--- src/rtl/core_pkg.sv ---
// rtl/core_pkg.sv - shared ALU op codes, operand select encodings and EX control bundle
package core_pkg;

    localparam logic [3:0] ALU_NOP  = 4'd0;
    localparam logic [3:0] ALU_ADD  = 4'd1;
    localparam logic [3:0] ALU_SUB  = 4'd2;
    localparam logic [3:0] ALU_AND  = 4'd3;
    localparam logic [3:0] ALU_OR   = 4'd4;
    localparam logic [3:0] ALU_XOR  = 4'd5;
    localparam logic [3:0] ALU_SLL  = 4'd6;
    localparam logic [3:0] ALU_SRL  = 4'd7;
    localparam logic [3:0] ALU_SLT  = 4'd8;
    localparam logic [3:0] ALU_SLTU = 4'd9;
    localparam logic [3:0] ALU_SRA  = 4'd10;
    localparam logic [3:0] ALU_AP4  = 4'd11;
    localparam logic [3:0] ALU_BOUT = 4'd12;

    localparam logic [1:0] SRC_A_RS1  = 2'd0;
    localparam logic [1:0] SRC_A_PC   = 2'd1;
    localparam logic [1:0] SRC_A_ZERO = 2'd2;

    localparam logic SRC_B_RS2 = 1'b0;
    localparam logic SRC_B_IMM = 1'b1;

    typedef struct packed {
        logic       valid;
        logic [3:0] alu_ctrl;
        logic [1:0] src_a;
        logic       src_b;
        logic       reg_write;
        logic       mem_read;
        logic       mem_write;
    } ex_ctrl_t;

    localparam ex_ctrl_t EX_CTRL_BUBBLE = '0;

endpackage

--- src/rtl/fwd_mux.sv ---
// rtl/fwd_mux.sv - selects MEM, WB or registered value for one EX source operand
module fwd_mux #(
    parameter int XLEN   = 32,
    parameter int REG_AW = 5
) (
    input  logic [REG_AW-1:0] rs_addr,
    input  logic [XLEN-1:0]   rs_val,
    input  logic              mem_valid,
    input  logic              mem_reg_write,
    input  logic [REG_AW-1:0] mem_rd_addr,
    input  logic [XLEN-1:0]   mem_data,
    input  logic              wb_valid,
    input  logic              wb_reg_write,
    input  logic [REG_AW-1:0] wb_rd_addr,
    input  logic [XLEN-1:0]   wb_data,
    output logic [XLEN-1:0]   fwd_data
);

    logic mem_hit;
    logic wb_hit;

    // x0 is hardwired zero, so a writer targeting it never supplies a value
    assign mem_hit = mem_valid && mem_reg_write && (mem_rd_addr != '0) && (mem_rd_addr == rs_addr);
    assign wb_hit  = wb_valid  && wb_reg_write  && (wb_rd_addr  != '0) && (wb_rd_addr  == rs_addr);

    always_comb begin
        fwd_data = rs_val;
        if (mem_hit) begin
            fwd_data = mem_data;
        end else if (wb_hit) begin
            fwd_data = wb_data;
        end
    end

endmodule

--- src/rtl/id_ex_stage.sv ---
// rtl/id_ex_stage.sv - ID/EX pipeline register with MEM/WB bypass and load-use detection
module id_ex_stage
    import core_pkg::*;
#(
    parameter int XLEN   = 32,
    parameter int REG_AW = 5
) (
    input  logic              clk,
    input  logic              rst,
    input  logic              stall,
    input  logic              flush,
    input  logic              id_valid,
    input  logic [XLEN-1:0]   id_pc,
    input  logic [XLEN-1:0]   id_rs1_data,
    input  logic [XLEN-1:0]   id_rs2_data,
    input  logic [XLEN-1:0]   id_imm,
    input  logic [REG_AW-1:0] id_rs1_addr,
    input  logic [REG_AW-1:0] id_rs2_addr,
    input  logic [REG_AW-1:0] id_rd_addr,
    input  logic [3:0]        id_alu_ctrl,
    input  logic [1:0]        id_src_a,
    input  logic              id_src_b,
    input  logic              id_reg_write,
    input  logic              id_mem_read,
    input  logic              id_mem_write,
    input  logic              mem_valid,
    input  logic              mem_reg_write,
    input  logic [REG_AW-1:0] mem_rd_addr,
    input  logic [XLEN-1:0]   mem_fwd_data,
    input  logic              wb_valid,
    input  logic              wb_reg_write,
    input  logic [REG_AW-1:0] wb_rd_addr,
    input  logic [XLEN-1:0]   wb_data,
    output logic              ex_valid,
    output logic [XLEN-1:0]   ex_pc,
    output logic [XLEN-1:0]   ex_alu_a,
    output logic [XLEN-1:0]   ex_alu_b,
    output logic [3:0]        ex_alu_ctrl,
    output logic [XLEN-1:0]   ex_store_data,
    output logic [REG_AW-1:0] ex_rd_addr,
    output logic              ex_reg_write,
    output logic              ex_mem_read,
    output logic              ex_mem_write,
    output logic              load_use_hazard
);

    ex_ctrl_t          ctrl_q;
    ex_ctrl_t          ctrl_d;
    logic [XLEN-1:0]   pc_q;
    logic [XLEN-1:0]   rs1_val_q;
    logic [XLEN-1:0]   rs2_val_q;
    logic [XLEN-1:0]   imm_q;
    logic [REG_AW-1:0] rs1_addr_q;
    logic [REG_AW-1:0] rs2_addr_q;
    logic [REG_AW-1:0] rd_addr_q;

    logic              wb_hit_rs1;
    logic              wb_hit_rs2;
    logic [XLEN-1:0]   rs1_cap;
    logic [XLEN-1:0]   rs2_cap;
    logic [XLEN-1:0]   fwd_rs1;
    logic [XLEN-1:0]   fwd_rs2;
    logic              clear;

    // WB retires this edge, so its value never reaches the regfile read ID just did
    assign wb_hit_rs1 = wb_valid && wb_reg_write && (wb_rd_addr != '0) && (wb_rd_addr == id_rs1_addr);
    assign wb_hit_rs2 = wb_valid && wb_reg_write && (wb_rd_addr != '0) && (wb_rd_addr == id_rs2_addr);
    assign rs1_cap    = wb_hit_rs1 ? wb_data : id_rs1_data;
    assign rs2_cap    = wb_hit_rs2 ? wb_data : id_rs2_data;

    always_comb begin
        ctrl_d           = EX_CTRL_BUBBLE;
        ctrl_d.valid     = 1'b1;
        ctrl_d.alu_ctrl  = id_alu_ctrl;
        ctrl_d.src_a     = id_src_a;
        ctrl_d.src_b     = id_src_b;
        ctrl_d.reg_write = id_reg_write;
        ctrl_d.mem_read  = id_mem_read;
        ctrl_d.mem_write = id_mem_write;
    end

    // An empty ID slot is loaded exactly like a flush bubble
    assign clear = rst || flush || (!stall && !id_valid);

    always_ff @(posedge clk) begin
        if (clear) begin
            ctrl_q     <= EX_CTRL_BUBBLE;
            pc_q       <= '0;
            rs1_val_q  <= '0;
            rs2_val_q  <= '0;
            imm_q      <= '0;
            rs1_addr_q <= '0;
            rs2_addr_q <= '0;
            rd_addr_q  <= '0;
        end else if (!stall) begin
            ctrl_q     <= ctrl_d;
            pc_q       <= id_pc;
            rs1_val_q  <= rs1_cap;
            rs2_val_q  <= rs2_cap;
            imm_q      <= id_imm;
            rs1_addr_q <= id_rs1_addr;
            rs2_addr_q <= id_rs2_addr;
            rd_addr_q  <= id_rd_addr;
        end
    end

    fwd_mux #(.XLEN(XLEN), .REG_AW(REG_AW)) u_fwd_rs1 (
        .rs_addr       (rs1_addr_q),
        .rs_val        (rs1_val_q),
        .mem_valid     (mem_valid),
        .mem_reg_write (mem_reg_write),
        .mem_rd_addr   (mem_rd_addr),
        .mem_data      (mem_fwd_data),
        .wb_valid      (wb_valid),
        .wb_reg_write  (wb_reg_write),
        .wb_rd_addr    (wb_rd_addr),
        .wb_data       (wb_data),
        .fwd_data      (fwd_rs1)
    );

    fwd_mux #(.XLEN(XLEN), .REG_AW(REG_AW)) u_fwd_rs2 (
        .rs_addr       (rs2_addr_q),
        .rs_val        (rs2_val_q),
        .mem_valid     (mem_valid),
        .mem_reg_write (mem_reg_write),
        .mem_rd_addr   (mem_rd_addr),
        .mem_data      (mem_fwd_data),
        .wb_valid      (wb_valid),
        .wb_reg_write  (wb_reg_write),
        .wb_rd_addr    (wb_rd_addr),
        .wb_data       (wb_data),
        .fwd_data      (fwd_rs2)
    );

    always_comb begin
        ex_alu_a = '0;
        case (ctrl_q.src_a)
            SRC_A_RS1: ex_alu_a = fwd_rs1;
            SRC_A_PC:  ex_alu_a = pc_q;
            default:   ex_alu_a = '0;
        endcase
    end

    assign ex_alu_b      = (ctrl_q.src_b == SRC_B_IMM) ? imm_q : fwd_rs2;
    assign ex_store_data = fwd_rs2;

    assign ex_valid      = ctrl_q.valid;
    assign ex_pc         = pc_q;
    assign ex_alu_ctrl   = ctrl_q.alu_ctrl;
    assign ex_rd_addr    = rd_addr_q;
    assign ex_reg_write  = ctrl_q.reg_write;
    assign ex_mem_read   = ctrl_q.mem_read;
    assign ex_mem_write  = ctrl_q.mem_write;

    // Loaded data only exists after MEM, so a consumer right behind a load must wait
    assign load_use_hazard = ctrl_q.valid && ctrl_q.mem_read && (rd_addr_q != '0) && id_valid &&
                             ((rd_addr_q == id_rs1_addr) || (rd_addr_q == id_rs2_addr));

endmodule

--- config.mk ---
export PLATFORM = sky130hd
export DESIGN_NAME = id_ex_stage
export DESIGN_NICKNAME = d
export VERILOG_FILES = /design/src/rtl/core_pkg.sv /design/src/rtl/fwd_mux.sv /design/src/rtl/id_ex_stage.sv
export SDC_FILE = /design/constraint.sdc
export NUM_CORES = 1
export LEC_CHECK = 0
export CORE_ASPECT_RATIO = 0.7
export CORE_MARGIN = 3
export CORE_UTILIZATION = 50
export DETAILED_ROUTE_END_ITERATION = 10
export PLACE_DENSITY = 0.88
export SYNTH_ARGS = -nofsm -noshare
export SYNTH_HDL_FRONTEND = slang
export SYNTH_HIERARCHICAL = 1
export SYNTH_SLANG_ARGS = --single-unit
--- constraint.sdc ---
create_clock -name clk -period 6.7 [get_ports clk]
set_clock_uncertainty 0.2 [all_clocks]
set_input_delay 1.34 -clock clk [delete_from_list [all_inputs] [get_ports clk]]
set_output_delay 1.34 -clock clk [all_outputs]
set_load 0.1 [all_outputs]
==> results_dict.tcl, run 1 <==
set metrics [dict create \
    outcome "complete, no violations" \
    p_leak_nw 5.43 \
    via_per_inst 6.87 \
    dr_total_vias 12025 \
    tns_ns 0 \
    grt_overflow_total 0 \
    wire_per_inst_um 27.5 \
    fillCellCount 1440 \
    regArea_um2 3090 \
    grt_pass1_vias 11361 \
    final-instance-count-excl-fill 1751 \
    path_clk_slew_ns 0.06 \
    cts-resized-gates 0 \
    fin_crit_sh_pct 90.7 \
    grt_pass1_wl_um 71000 \
    finalSetupViolCount 0 \
    syn_avg_cell_area_um2 9.07 \
    yosysTopAreaCellShare_pct 28.6 \
    cts_tree "done" \
    start_util_pct 51.4 \
    worst_pin_slew_ns 1.14 \
    power_density_nw_per_um2 182 \
    seq_area_frac_synth_pct 28.6 \
    ioPinCount 378 \
    worstPathMaxFanout 13 \
    rows 44 \
    dieWidth_um 182 \
    drv_cap 0 \
    cts-buffers-inserted 17 \
    cts_sinks 154 \
    synth_edf_count 0 \
    hpwl_um 34300 \
    yosysWarningCount 6 \
    fin_nets 1696 \
    crit_path_end_kind "output port" \
    cts_setup_buffers 0 \
    total_power_w 0.00290 \
    clock_path_buffers 2 \
    fmax_mhz 165 \
    area.growth.synth_to_final_pct 47.9 \
    rsz0062_at_grt "no" \
    firstDrtPassIters 6 \
    ir_worst_vdd_uv 197 \
    multi_input_area_um2 6740 \
    grt.total_usage_pct 39.1 \
    min_path_type "reg -> reg" \
    whs_ns 0.276 \
    drc_errors 0 \
    arrival_ns 4.54 \
    synth_cell_types 42 \
    synthesis.nets 1425 \
    post-synth-top-count-cell "dfxtp_1" \
    cts_hold_buf 0 \
    slew_violations 0 \
    placed_area_um2 15400 \
    dieHeight_um 129 \
    gp_congestion 1.03 \
    die-area_um2 23400 \
    ys_ff_latch 154 \
    synth_top_area_cell "dfxtp_1" \
    fin_crit_ns 6.08 \
    clock-root-buffer "clkbuf_16" \
    crit_required_ns 5.16 \
    ys_top_cells_by_area "dfxtp_1 29%, mux2i_1 11%, o31ai_1 8.9%, a31oi_2 7.0%, a221oi_2 5.3%" \
    drtIter0Drc 1783 \
    ant_nets 0 \
    io_buffers 377 \
    syn-instance-count 1189 \
    syn_area_um2 10800 \
    antenna_found_initial 4 \
    dpl.cell_count 1717 \
    clkLatencyLatePin_ns 0.43 \
    synth_ff_type "dfxtp_1" \
    cts_max_level 4 \
    drive_gt1_share_pct 21.7 \
    hold_viol_final 0 \
    critPathKind "in -> out" \
    max_slew_margin_pct 24.2 \
    synth_common_cells "154 x dfxtp_1, 128 x o31ai_1, 124 x nor2_1" \
    core_um2 21000 \
    grt_start_max_net_pins 142 \
    drt_wl_total_um 48200 \
    cp-start-kind "input port" \
    postSynth.asyncResetShare_pct 0 \
    final_cell_area_um2 16000 \
]
state kept, by name, summed over array words and instances, names as in the netlist:
name          cells
ex_mem_write      1
ex_valid          1
rs1_val_q        32
rs2_addr_q        5
rs2_val_q        32
ex_rd_addr        5
rs1_addr_q        5
ex_mem_read       1
ex_pc            32
ex_alu_ctrl       4
ex_reg_write      1
ctrl_q            3
imm_q            32
cell type report:
cell class,instances,area share [%]
flip-flops and latches,154,19.3
inverters,47,1.11
multi-input cells,827,42.2
diodes,2,0.0314
clock inverters,12,0.745
well taps,276,2.16
repair buffers,413,31.6
clock buffers,20,2.74
per-stage QoR:
step / setup WS, ns / util [%]
floorplan: 0.412 / -
global placement: 0.857 / 73.4
detailed placement: 0.774 / 73.4
CTS: 0.742 / 76.0
global route: 0.597 / 76.1
finish: 0.625 / 76.1
path summary, 6_finish.rpt:
| check | slack (ns) | cells after the start | from | end |
|---|---|---|---|---|
| setup / recovery | 0.62 | 9 | wb_rd_addr[2] | ex_alu_b[21] |
| hold reg to reg | 0.28 | 2 | rs2_val_q[11]$_SDFFE_PP0N_ | rs2_val_q[11]$_SDFFE_PP0N_ |
| setup reg to reg | 5.07 | 3 | ctrl_q[4]$_SDFFE_PP0N_ | ctrl_q[4]$_SDFFE_PP0N_ |
| hold / removal | 0.28 | 2 | rs2_val_q[11]$_SDFFE_PP0N_ | rs2_val_q[11]$_SDFFE_PP0N_ |
layer usage:
| metal | vias to the layer above | track usage (%) | wire length [um] |
|---|---|---|---|
| li1 | 5183 | - | - |
| met1 | 5723 | 53.4 | 19300 |
| met2 | 953 | 58.9 | 20700 |
| met3 | 160 | 12.9 | 6570 |
| met4 | 6 | 11.3 | 1460 |
| met5 | - | 2.40 | 104 |
report_power, final:
group / total (W) / internal [W] / leakage (nW) / switching, W
logic: 0.000982 / 0.000361 / 3.91 / 0.000621
registers: 0.000976 / 0.000945 / 1.25 / 0.0000307
clock network: 0.000944 / 0.000516 / 0.261 / 0.000428
cells in the final DEF, fill, tap and decap left out, drive strengths merged, types with 6 or more instances in the layout:
cell           instances
xnor2                 18
xor2                  18
o31ai                128
nor2                 124
clkdlybuf4s50        280
nor4                  66
a211oi                22
clkbuf                20
a31oi                 64
nand4                 64
nor2b                 22
mux2i                121
dfxtp                154
buf                  133
a41oi                 64
a221oi                42
clkinv                 6
mux2                  32
nand3                  6
inv                   49
logic make-up (layout without fill, tap and decap cells):
| family | Yosys count | in the layout | synth area share [%] |
|---|---|---|---|
| multiplexers | 153 | 153 | 14.6 |
| XOR/XNOR | 36 | 36 | 2.92 |
| flip-flops | 154 | 154 | 28.6 |
| other | 0 | 2 | 0 |
| AND/OR/NAND/NOR | 300 | 300 | 14.5 |
| buffers and inverters | 208 | 492 | 9.39 |
| AO/OA/AOI/OAI | 338 | 338 | 30.0 |
worst max-delay path, cell delays in order:
cell and delay [ns]:
clkdlybuf4s50_1 0.58, xnor2_1 0.39, o2111ai_2 0.50, buf_4 0.39
buf_4 0.20, o31ai_1 0.36, a31oi_2 0.21, mux2_2 0.38
buf_12 0.17
Note: power is estimated with default switching activity, not from simulation.
==> run 2, diff against run 1 <==
--- a/constraint.sdc
+++ b/constraint.sdc
@@ -3,3 +3,3 @@
 set_input_delay 1.34 -clock clk [delete_from_list [all_inputs] [get_ports clk]]
 set_output_delay 1.34 -clock clk [all_outputs]
-set_load 0.1 [all_outputs]
+set_load 0.005 [all_outputs]
==> run 2 against run 1 <==
Compared with the run above: first-iteration DRC count rose by 9.8%; critical path depth fell by 1; worst hold slack gained 0.0025 ns; clock power is 2% higher; sequential cell count unchanged; wire length up 0.59%; fmax is 0.85% higher; die area did not move; design area is 5.8% lower.
==> results_dict.tcl, run 2 (synthesized netlist as in run 1, its figures left out) <==
set metrics [dict create \
    total_power_w 0.00259 \
    cts_hold_buf 0 \
    p_leak_nw 5.00 \
    timing.rr.start "ctrl_q[4]$_SDFFE_PP0N_" \
    cts_tree "done" \
    rows 44 \
    power_switching_w 0.000842 \
    power.internal_w 0.00175 \
    arrival_ns 4.48 \
    crit_required_ns 5.16 \
    drtIter0Drc 1958 \
    crit_path_end_kind "output port" \
    slew_violations 0 \
    dp_worst_setup_slack_ns 0.760 \
    via_per_inst 6.94 \
    dieWidth_um 182 \
    grt_pass1_vias 11508 \
    cts_sinks 154 \
    mostFrequentLayoutCells "376 x clkdlybuf4s50_1, 152 x dfxtp_1, 128 x o31ai_1" \
    critPathLaunch "wb_rd_addr[2]" \
    drv_cap 0 \
    hpwl_um 34700 \
    placed_area_um2 14500 \
    power_density_nw_per_um2 172 \
    regToRegEndpoint "ctrl_q[4]$_SDFFE_PP0N_" \
    p_clk_share_pct 37.1 \
    ant_nets 0 \
    seq_power_share_pct 37.6 \
    start_util_pct 51.4 \
    dr_total_vias 12168 \
    clock_path_buffers 2 \
    core_um2 21000 \
    grt_overflow_total 0 \
    whs_ns 0.278 \
    finalSetupViolCount 0 \
    drt_wl_total_um 48500 \
    wire_per_inst_um 27.6 \
    crit_end "ex_alu_b[30]" \
    hold_viol_final 0 \
    cts_setup_buffers 0 \
    drc_errors 0 \
    drive_gt1_share_pct 15.6 \
    cts_max_level 4 \
    final.setup.worst_slack_ns 0.676 \
    antenna_found_initial 7 \
    p_comb_share_pct 25.3 \
    worst_pin_slew_ns 1.07 \
    critPathKind "in -> out" \
    tns_ns 0 \
    grt.total_usage_pct 39.3 \
    worstPathMaxFanout 20 \
    area.growth.synth_to_final_pct 39.4 \
    cts-buffers-inserted 17 \
    die-area_um2 23400 \
    fillCellCount 1568 \
    grt_start_max_net_pins 118 \
    reg2reg_depth 3 \
    max_slew_margin_pct 28.7 \
    firstDrtPassIters 7 \
    path_clk_slew_ns 0.06 \
    fin_crit_ns 6.02 \
    cts-resized-gates 0 \
    clock-root-buffer "clkbuf_16" \
    r2r_slack_ns 5.08 \
    grt_pass1_wl_um 71800 \
    fmax_mhz 166 \
    ioPinCount 378 \
    final_common_cell "clkdlybuf4s50_1" \
    rsz0062_at_grt "no" \
    fin_crit_sh_pct 89.9 \
    outcome "complete, no violations" \
    min_path_type "reg -> reg" \
    ir_worst_vdd_uv 185 \
    final_cell_area_um2 15000 \
    dieHeight_um 129 \
    p_sw_share_pct 32.5 \
    cp-start-kind "input port" \
    fin_nets 1700 \
    gp_congestion 1.03 \
    clkLatencyLatePin_ns 0.44 \
    io_buffers 377 \
]
[run 2: changes by cell type in the layout (fill, tap and decap cells not counted), moves of 2 or more]
cell / change
buf_12: -96
buf_4: +4
clkbuf_1: -3
clkdlybuf4s50_1: +96
clkinvlp_4: -2
inv_6: +3
inv_8: +3
[run 2: area by class of cell]
type	instances	area (um^2)	share of cell area [%]
multi-input cells	827	6740	44.8
repair buffers	417	4120	27.4
flip-flops and latches	154	3090	20.5
clock buffers	18	439	2.92
well taps	276	345	2.30
inverters	47	176	1.17
clock inverters	14	125	0.833
diodes	1	2.50	0.0167
[run 2: worst max-delay path, stage by stage]
cell and delay, ns:
clkdlybuf4s50_1 0.60, xnor2_1 0.36, o2111ai_2 0.46, buf_4 0.42, o31ai_1 0.32, a31oi_1 0.21
mux2_2 0.31, clkdlybuf4s50_1 0.45
[run 2: metal layers]
| layer | part of all wire (%) | vias to the layer above | routed length [um] | track usage (%) |
|---|---|---|---|---|
| li1 | - | 5206 | - | - |
| met4 | 2.1 | 12 | 1020 | 9.89 |
| met1 | 42 | 5790 | 20400 | 56.6 |
| met5 | 0.18 | - | 88 | 0 |
| met3 | 14 | 124 | 6760 | 12.9 |
| met2 | 42 | 1036 | 20200 | 56.7 |
[run 2: metrics by stage]
step,instances,util [%]
4_1_cts,1753,71.6
2_1_floorplan,1189,-
5_1_grt,1754,71.7
6_report,1754,71.7
3_3_place_gp,1721,69.0
3_5_place_dp,1721,69.0
[run 2: how the worst min path moves through the flow]
stage	startpoint	end	slack, ns	depth (start not counted)
6_report	rs1_val_q[0]$_SDFFE_PP0N_	rs1_val_q[0]$_SDFFE_PP0N_	0.28	2
5_1_grt	rs2_val_q[4]$_SDFFE_PP0N_	rs2_val_q[4]$_SDFFE_PP0N_	0.30	2
4_1_cts	rs1_val_q[0]$_SDFFE_PP0N_	rs1_val_q[0]$_SDFFE_PP0N_	0.27	2
3_5_place_dp	ex_valid$_SDFFE_PP0N_	ex_valid$_SDFFE_PP0N_	0.26	2
3_3_place_gp	ex_valid$_SDFFE_PP0N_	ex_valid$_SDFFE_PP0N_	0.26	2
2_1_floorplan	rs2_val_q[0]$_SDFFE_PP0N_	rs2_val_q[0]$_SDFFE_PP0N_	0.25	2
[run 2: power groups by stage]
| stage | Combinational [W] | Clock (W) | Sequential [W] |
|---|---|---|---|
| 6_report | 0.000655 | 0.000961 | 0.000974 |
| 2_1_floorplan | 0.000305 | 0 | 0.000980 |
| 3_3_place_gp | 0.000620 | 0 | 0.000992 |
| 4_1_cts | 0.000634 | 0.000956 | 0.000972 |
| 3_5_place_dp | 0.000630 | 0 | 0.000993 |
| 5_1_grt | 0.000682 | 0.000996 | 0.000976 |
==> run 3, diff against run 2 <==
Settings changed: CORE_UTILIZATION 50 to 25, PLACE_DENSITY 0.88 to default.
==> run 3 against run 2 <==
Compared with the run above: clock power is 3.0% higher; non-clock buffer count is 3 lower; worst hold slack worse by 0.0033 ns; first-iteration DRC count is 41% lower; utilization is 35 points lower; largest power group is now clock.
==> results_dict.tcl, run 3 (synthesized netlist as in run 1, its figures left out) <==
set metrics [dict create \
    fin_crit_ns 6.16 \
    dr_total_vias 11545 \
    drc_errors 0 \
    crit_path_end_kind "output port" \
    outcome "complete, no violations" \
    crit_required_ns 5.16 \
    clkLatencyLatePin_ns 0.44 \
    cts_tree "done" \
    cts_sinks 154 \
    rows 62 \
    finalSetupViolCount 0 \
    critPathKind "in -> out" \
    top_layer "met5" \
    fin_nets 1697 \
    ir_worst_vdd_uv 181 \
    firstDrtPassIters 5 \
    antenna_found_initial 31 \
    tns_ns 0 \
    ioPinCount 378 \
    dieHeight_um 180 \
    route.met2.wl_um 22700 \
    rsz0062_at_grt "no" \
    cts_max_level 4 \
    drv_cap 0 \
    cts_setup_buffers 0 \
    io_buffers 377 \
    hpwl_um 39100 \
    min_path_type "reg -> reg" \
    fmax_mhz 162 \
    dieWidth_um 254 \
    drt_wl_total_um 54000 \
    met1_length_um 23600 \
    clock-root-buffer "clkbuf_16" \
    die-area_um2 45700 \
    ant_nets 0 \
    gp_congestion 0.914 \
    cts-buffers-inserted 17 \
    start_util_pct 25.8 \
    max_slew_margin_pct 31.6 \
    wire_per_inst_um 26.6 \
    grt_start_max_net_pins 169 \
    grt_pass1_vias 11197 \
    grt.total_usage_pct 22.8 \
    grt_overflow_total 0 \
    worstPathMaxFanout 17 \
    fin_crit_sh_pct 91.9 \
    path_clk_slew_ns 0.07 \
    cpMaxStageDelayCell "o21a_1" \
    core_um2 41800 \
    whs_ns 0.275 \
    arrival_ns 4.62 \
    drive_gt1_share_pct 15.2 \
    area.growth.synth_to_final_pct 43.1 \
    drtIter0Drc 1155 \
    cp_cell_sequence "clkdlybuf4s50_1 > nor4_1 > o21a_1 > buf_4 > o31ai_1 > a31oi_2 > mux2i_1 > nor2_1 > clkdlybuf4s50_1" \
    cp-start-kind "input port" \
    via_per_inst 5.68 \
    cts_hold_buf 0 \
    final_common_cell "clkdlybuf4s50_1" \
    power_density_nw_per_um2 169 \
    hold_viol_final 0 \
    slew_violations 0 \
    p_leak_nw 4.98 \
    dr_wl_met3_um 6090 \
    cts-resized-gates 0 \
    grt_pass1_wl_um 77900 \
    cpPeakStageDelay_ns 0.68 \
    clock_path_buffers 2 \
    worst_pin_slew_ns 1.03 \
    crit_top_cell "clkdlybuf4s50_1" \
    mostFrequentLayoutCells "376 x clkdlybuf4s50_1, 152 x dfxtp_1, 128 x o31ai_1" \
]
run 3: critical path, delay by kind of cell:
kind                   cells  cell delay, ns
buffers and inverters      3            1.38
AOI/OAI and AO/OA          3            1.07
and+or+nand+nor            2            0.70
muxes                      1            0.11
run 3: per-layer routing:
| layer | vias up | track usage, % |
|---|---|---|
| met5 | - | 0 |
| met4 | 32 | 7.72 |
| met3 | 114 | 9.65 |
| met2 | 560 | 32.7 |
| met1 | 5625 | 30.5 |
| li1 | 5214 | - |
run 3: where the power goes:
part | internal (W) | switching (W)
combinational | 0.000303 | 0.000347
sequential | 0.000945 | 0.0000304
clock | 0.000557 | 0.000433
run 3: path summary, 6_finish.rpt:
| kind | start | endpoint | slack, ns | cells past startpoint |
|---|---|---|---|---|
| setup reg to reg | ctrl_q[3]$_SDFFE_PP0N_ | ctrl_q[3]$_SDFFE_PP0N_ | 5.16 | 2 |
| hold / removal | rs1_val_q[12]$_SDFFE_PP0N_ | rs1_val_q[12]$_SDFFE_PP0N_ | 0.28 | 2 |
| setup / recovery | wb_rd_addr[3] | ex_alu_a[29] | 0.54 | 9 |
| hold reg to reg | rs1_val_q[12]$_SDFFE_PP0N_ | rs1_val_q[12]$_SDFFE_PP0N_ | 0.28 | 2 |
run 3: layout make-up:
type / instances / area, um^2
Clock inverter: 11 / 123
Clock buffer: 21 / 450
Multi-Input combinational cell: 827 / 6780
Fill cell: 4203 / 26400
Tap cell: 544 / 681
Inverter: 47 / 176
Sequential cell: 154 / 3090
Antenna cell: 13 / 32.5
Timing Repair Buffer: 414 / 4110
run 3: metrics by stage:
step	cell area [um^2]	util (%)	total power (W)	std cells	setup WS (ns)
2_1_floorplan	10800	-	0.00128	1189	2.31
6_report	15400	36.9	0.00261	2031	0.542
3_5_place_dp	14800	35.5	0.00164	1986	0.549
5_1_grt	15400	36.9	0.00272	2028	0.300
3_3_place_gp	14800	35.5	0.00163	1986	0.638
4_1_cts	15400	36.8	0.00263	2018	0.536
